===== src/rtl/mem_arbiter.sv =====
// Two-requester arbiter (instruction fetch, data) sharing one memory port with
// a 1-cycle read latency. Data wins by default, but a waiting fetch is served
// after MAX_D_STREAK consecutive data grants.
module mem_arbiter #(
    parameter int MAX_D_STREAK = 4
) (
    input  logic        clk,
    input  logic        rst,

    input  logic        if_req,
    input  logic [31:0] if_addr,
    output logic        if_gnt,
    output logic        if_rvalid,
    output logic [31:0] if_rdata,

    input  logic        d_req,
    input  logic        d_we,
    input  logic [31:0] d_addr,
    input  logic [2:0]  d_funct3,
    input  logic [31:0] d_wdata,
    output logic        d_gnt,
    output logic        d_rvalid,
    output logic [31:0] d_rdata,

    output logic        mem_en,
    output logic        mem_we,
    output logic [31:0] mem_addr,
    output logic [2:0]  mem_funct3,
    output logic [31:0] mem_wdata,
    input  logic [31:0] mem_rdata
);

    localparam logic [3:0] STREAK_MAX = 4'(MAX_D_STREAK);

    typedef enum logic [1:0] {
        IDLE,
        RESP_IF,
        RESP_DR,
        RESP_DW
    } resp_state_t;

    resp_state_t state_reg, state_next;
    logic [3:0]  streak_reg, streak_next;

    // Grants are purely combinational so a request is serviced in the cycle it appears.
    always_comb begin
        d_gnt  = 1'b0;
        if_gnt = 1'b0;
        if (!rst) begin
            d_gnt  = d_req && (!if_req || (streak_reg < STREAK_MAX));
            if_gnt = if_req && !d_gnt;
        end
    end

    // The streak only counts data grants that actually delayed a fetch.
    always_comb begin
        streak_next = streak_reg;
        if (if_gnt || !if_req) begin
            streak_next = 4'd0;
        end else if (d_gnt && (streak_reg < STREAK_MAX)) begin
            streak_next = streak_reg + 4'd1;
        end
    end

    always_comb begin
        mem_en     = 1'b0;
        mem_we     = 1'b0;
        mem_addr   = 32'd0;
        mem_funct3 = 3'b000;
        mem_wdata  = 32'd0;
        if (if_gnt) begin
            mem_en     = 1'b1;
            mem_addr   = if_addr;
            mem_funct3 = 3'b010;
        end else if (d_gnt) begin
            mem_en     = 1'b1;
            mem_we     = d_we;
            mem_addr   = d_addr;
            mem_funct3 = d_funct3;
            mem_wdata  = d_wdata;
        end
    end

    always_comb begin
        state_next = IDLE;
        if (if_gnt) begin
            state_next = RESP_IF;
        end else if (d_gnt) begin
            state_next = d_we ? RESP_DW : RESP_DR;
        end
    end

    always_ff @(posedge clk) begin
        if (rst) begin
            state_reg  <= IDLE;
            streak_reg <= 4'd0;
        end else begin
            state_reg  <= state_next;
            streak_reg <= streak_next;
        end
    end

    // Gating with rst drops a response whose grant preceded a reset.
    always_comb begin
        if_rvalid = 1'b0;
        if_rdata  = 32'd0;
        d_rvalid  = 1'b0;
        d_rdata   = 32'd0;
        if (!rst) begin
            case (state_reg)
                RESP_IF: begin
                    if_rvalid = 1'b1;
                    if_rdata  = mem_rdata;
                end
                RESP_DR: begin
                    d_rvalid = 1'b1;
                    d_rdata  = mem_rdata;
                end
                RESP_DW: begin
                    d_rvalid = 1'b1;
                end
                default: ;
            endcase
        end
    end

endmodule

===== config.mk =====
export PLATFORM = sky130hd
export DESIGN_NAME = mem_arbiter
export DESIGN_NICKNAME = d
export VERILOG_FILES = /design/src/rtl/mem_arbiter.sv
export SDC_FILE = /design/constraint.sdc
export NUM_CORES = 1
export LEC_CHECK = 0
export ABC_AREA = 1
export BUFFER_PORTS_ARGS = -buffer_cell sky130_fd_sc_hd__buf_4
export CELL_PAD_IN_SITES_DETAIL_PLACEMENT = 1
export CELL_PAD_IN_SITES_GLOBAL_PLACEMENT = 1
export CORE_UTILIZATION = 13
export DETAILED_ROUTE_END_ITERATION = 16
export GPL_ROUTABILITY_DRIVEN = 0
export PLACE_DENSITY = 0.85
export SLEW_MARGIN = 30
export SYNTH_ARGS = -nofsm -noshare
export SYNTH_HDL_FRONTEND = slang
export SYNTH_SLANG_ARGS = --single-unit

===== constraint.sdc =====
create_clock -name clk -period 2.6 [get_ports clk]
set_input_delay 0.26 -clock clk [delete_from_list [all_inputs] [get_ports clk]]
set_output_delay 0.26 -clock clk [all_outputs]
set_load 0.03 [all_outputs]

# Yosys cells after proc, flatten, opt, wreduce, memory -nomap -nowiden
# Cells that the tools add are included.
# totals
register_bits,6
latchBits,0
mem_bits_rw,0
romBits,0
inputBits,136
word_cells,42
mem_count,0
# op_classes
n_addsub,1
multipliers,0
n_div,0
order_cmp,1
n_eq_ne,3
n_shift,0
n_mux,23
n_bitwise,1
n_reduce_logical,10
# ops
op,n
32-bit 2-to-1 mux,8
1-bit 2-to-1 mux,13
3-bit 2-to-1 mux,2
4-bit by 1-bit adder with 4-bit output (second input constant),1
2-bit equality test (second input constant),2
4-bit by 3-bit < comparator with 1-bit output (second input constant),1
2-bit OR reduction,2
1-bit logical AND,3
3-bit OR reduction,1
2-bit by 1-bit equality test with 1-bit output (second input constant),1
1-bit zero test,2
1-bit logical OR,2
1-bit NOT,1

# Depth between registers and ports, before layout
# depth
word_depth,8
depth_mapped,9

# Least setup slack after synthesis
# Ideal clock, no wire load.
# synth_timing
path_kind,reg-to-output
startpoint,register state_reg[1]
endpoint,output port d_rdata[10]
t_arrival_ps,1639
required_ps,2340
slack_ps,701
path_stages_with_launch,6
path_buffers,1
cell_sequence,dfxtp_1 -> inv_1 -> nor2_1 -> nand2_1 -> clkbuf_1 -> nor2_1
# synth_via
elab_chain_cells,3
# synth_rtl
element,line,text
from (decl),42,"resp_state_t state_reg, state_next;"
from (signal assigned),98,state_reg <= state_next;
2-bit equality test,110,case (state_reg)
32-bit 2-to-1 mux,110,
32-bit 2-to-1 mux,109,if (!rst) begin
to (decl),23,"output logic [31:0] d_rdata,"
# Every way passes these cells.

# Worst setup path in the final report
# layout_timing
startpoint,register streak_reg[2]
endpoint,output port mem_addr[30]
# layout_via
elab_chain_cells,7
word_cells_on_any_way,9
cone_classes,order compare: 1; mux: 4; reduce/logical: 4
# layout_rtl
element,line,text
from (decl),43,"logic [3:0] streak_reg, streak_next;"
from (signal assigned),99,streak_reg <= streak_next;
4-bit by 3-bit < comparator with 1-bit output *,50,d_gnt = d_req && (!if_req || (streak_reg < STREAK_MAX));
1-bit logical OR *,50,
1-bit logical AND *,50,
1-bit zero test,51,if_gnt = if_req && !d_gnt;
1-bit logical AND,51,
1-bit 2-to-1 mux,49,if (!rst) begin
32-bit 2-to-1 mux *,71,if (if_gnt) begin
to (decl),27,"output logic [31:0] mem_addr,"
# Every way passes the cells marked *; elsewhere a longest branch is shown, timed or not.

==> results.py <==
metrics = {
    "clock_network": {
        "cts_buffer_depth": 2,
        "clk_pin_slew_ns": 0.04,
        "cts-root-buf": "clkbuf_8",
        "cts_hold_buf": 0,
        "cts_max_level": 1,
        "cts_inserted_buffers": 3,
        "clk_latency_ns": 0.23,
        "cts_sinks": 6,
        "post_cts_buffers": 0,
        "cts_resized": 0,
        "cts_tree": "done",
    },
    "finish": {
        "synthToLayoutAreaGrowth_pct": 156.7,
        "multiInputGateArea_um2": 879.6,
        "nets": 719,
        "fillers": 1411,
        "mostFrequentLayoutCell": "buf_4",
        "final_util_pct": 34.45,
        "register_area_um2": 120.1,
        "drive_above_1_share_pct": 50.69,
        "n_antenna_cell": 0,
        "layout_common_cells": "buf_4 (275), nand2_1 (102), nor2_1 (95), inv_1 (76), nor2_2 (9)",
        "design_area_um2": 3572,
        "largest_register_ffs": 4,
    },
    "power_and_ir_drop": {
        "powerDensity_nw_per_um2": 232.4,
        "intPower_mw": 0.4581,
        "ir_worst_vdd_v": 0.0001125,
        "leakagePower_nw": 2.417,
        "power.switching_mw": 0.3721,
        "p_seq_share_pct": 11.8,
        "clkPwrFrac_pct": 16.8,
        "comb_power_share_pct": 71.4,
        "p_sw_share_pct": 44.82,
    },
    "global_route": {
        "grt_max_degree": 40,
        "grt_pass1_wl_mm": 12.91,
        "groute.usage.overall_pct": 14.21,
        "grt-ovfl-total": 0,
        "antenna_found_initial": 0,
        "grt_pass1_vias": 2837,
    },
    "sta": {
        "hold_viol": 0,
        "slew-limit-headroom_pct": 61.15,
        "skew_ns": 0.003239,
        "setup_viol": 0,
        "rsz0062_at_grt": "false",
        "drv_slew": 0,
        "fin_crit_sh_pct": 80.63,
        "tightest_slew_ns": 0.5819,
        "period_needed_ns": 2.096,
        "fmax_mhz": 477.0,
        "final.setup.tns_ns": 0,
    },
    "route": {
        "firstDrtPassIters": 6,
        "via_count": 2781,
        "wirelength_mm": 8.394,
        "drc_errors": 0,
        "drt_iter0_drc": 87,
        "wl_per_cell_um": 11.72,
        "ant_nets": 0,
        "via_per_inst": 3.884,
    },
    "yosys": {
        "postSynthAreaPerCell_um2": 4.375,
        "synth.cell_area_um2": 1391,
        "ys_types": 19,
        "yosys.area.top_type": "nand2_1",
        "netlist_top_cells_area": "nand2_1 (28%), nor2_1 (26%), inv_1 (21%), dfxtp_1 (8.6%), nor2_2 (4.0%)",
        "ys_seq_elements": 6,
        "yosysTopAreaCellShare_pct": 27.52,
        "ys_seq_area_share_pct": 8.633,
        "yosysWarnings": 0,
        "syn_inst": 318,
        "syn-num-nets": 455,
    },
    "critical_path": {
        "critical_path_arrival_ns": 1.84,
        "critical_path.startpoint": "streak_reg[2]",
        "cp-end-kind": "output pin",
        "timing.rr.start": "streak_reg[2]",
        "worstSetupPathType": "flop to output pin",
        "worst_setup_path_start_kind": "flop",
        "required_ns": 2.34,
        "path_max_fanout": 34,
    },
    "place": {
        "dp_hpwl_mm": 7.351,
        "placed_cell_area_um2": 3531,
        "io_buffers": 272,
    },
    "floorplan": {
        "initial_core_util_pct": 13.42,
        "ios": 273,
        "die_w_um": 105.5,
        "die_y_um": 105.5,
        "dieArea_um2": 11120,
        "core-area_um2": 10370,
        "rows": 37,
    },
    "flow_run": {
        "max_cap_violations": 0,
    },
    "worst_hold_path": {
        "hp-class": "input port to flop",
        "min_from": "if_req",
    },
    "run_status": {
        "outcome": "finished clean",
    },
}
==> power by group through the flow <==
stage	registers (mW)	clock network (mW)	logic, mW
after floorplan	0.0991	0	0.292
after global placement	0.0993	0	0.585
after detailed placement	0.0995	0	0.598
after CTS	0.0981	0.147	0.599
after global routing	0.0984	0.151	0.634
final	0.0981	0.140	0.592
==> layer usage <==
metal	GRT usage [%]	vias up	share of wire, %
met1	13.32	1213	33
met5	0	-	0
met2	28.52	163	53
met4	4.930	0	2.6
met3	4.391	17	11
li1	-	1388	-
==> path summary, 6_finish.rpt <==
kind	endpoint	slack [ns]	cells after the start
setup / recovery	mem_addr[30]	0.50	8
hold reg to reg	streak_reg[2]	0.49	2
setup reg to reg	state_reg[0]	1.25	6
hold / removal	streak_reg[1]	0.36	3
==> layout make-up <==
cell class / count / area share, %
Clock buffer: 3 / 1.156
Sequential cell: 6 / 3.363
Multi-Input combinational cell: 217 / 24.62
Timing Repair Buffer: 275 / 57.79
Inverter: 79 / 8.301
Tap cell: 136 / 4.764
==> critical path, cell delays in order (launching register included) <==
cell and delay [ns]:
dfxtp_1 0.32, nor2_4 0.17, nor2_2 0.07, nor2_4 0.13, nand2_2 0.08, inv_2 0.43
nand2_1 0.14, nand2_1 0.11, buf_4 0.16
==> metrics by stage <==
step,hold slack (ns),setup slack [ns],power [mW],instances
after floorplan,0.4261,0.7012,0.3907,318
after global placement,0.4713,0.8134,0.6844,713
after detailed placement,0.4888,0.7302,0.6971,713
after CTS,0.3561,0.4905,0.8435,716
after global routing,0.3733,0.3407,0.8831,716
final,0.3592,0.5037,0.8302,716
==> kinds of logic after synthesis <==
kind of cell,after synthesis,share of synthesized area (%)
flip-flops,6,8.633
AO/OA/AOI/OAI,3,1.259
adder cells (fa/ha/maj),1,0.8991
XOR/XNOR,1,0.6296
buffers and inverters,95,28.15
AND/OR/NAND/NOR,211,60.16
other,1,0.2695
==> cells in the mapped netlist <==
| library cell | count |
|---|---|
| nor2_1 | 95 |
| nand4_1 | 1 |
| nor2_4 | 2 |
| xnor2_1 | 1 |
| a211oi_1 | 1 |
| a21oi_1 | 1 |
| buf_2 | 4 |
| clkbuf_1 | 6 |
| buf_4 | 4 |
| nand2_2 | 2 |
| ha_1 | 1 |
| inv_1 | 76 |
| inv_2 | 3 |
| conb_1 | 1 |
| o21ai_0 | 1 |
| dfxtp_1 | 6 |
| nor2_2 | 9 |
| buf_6 | 2 |
| nand2_1 | 102 |
Note: power is estimated with default switching activity, not from simulation.
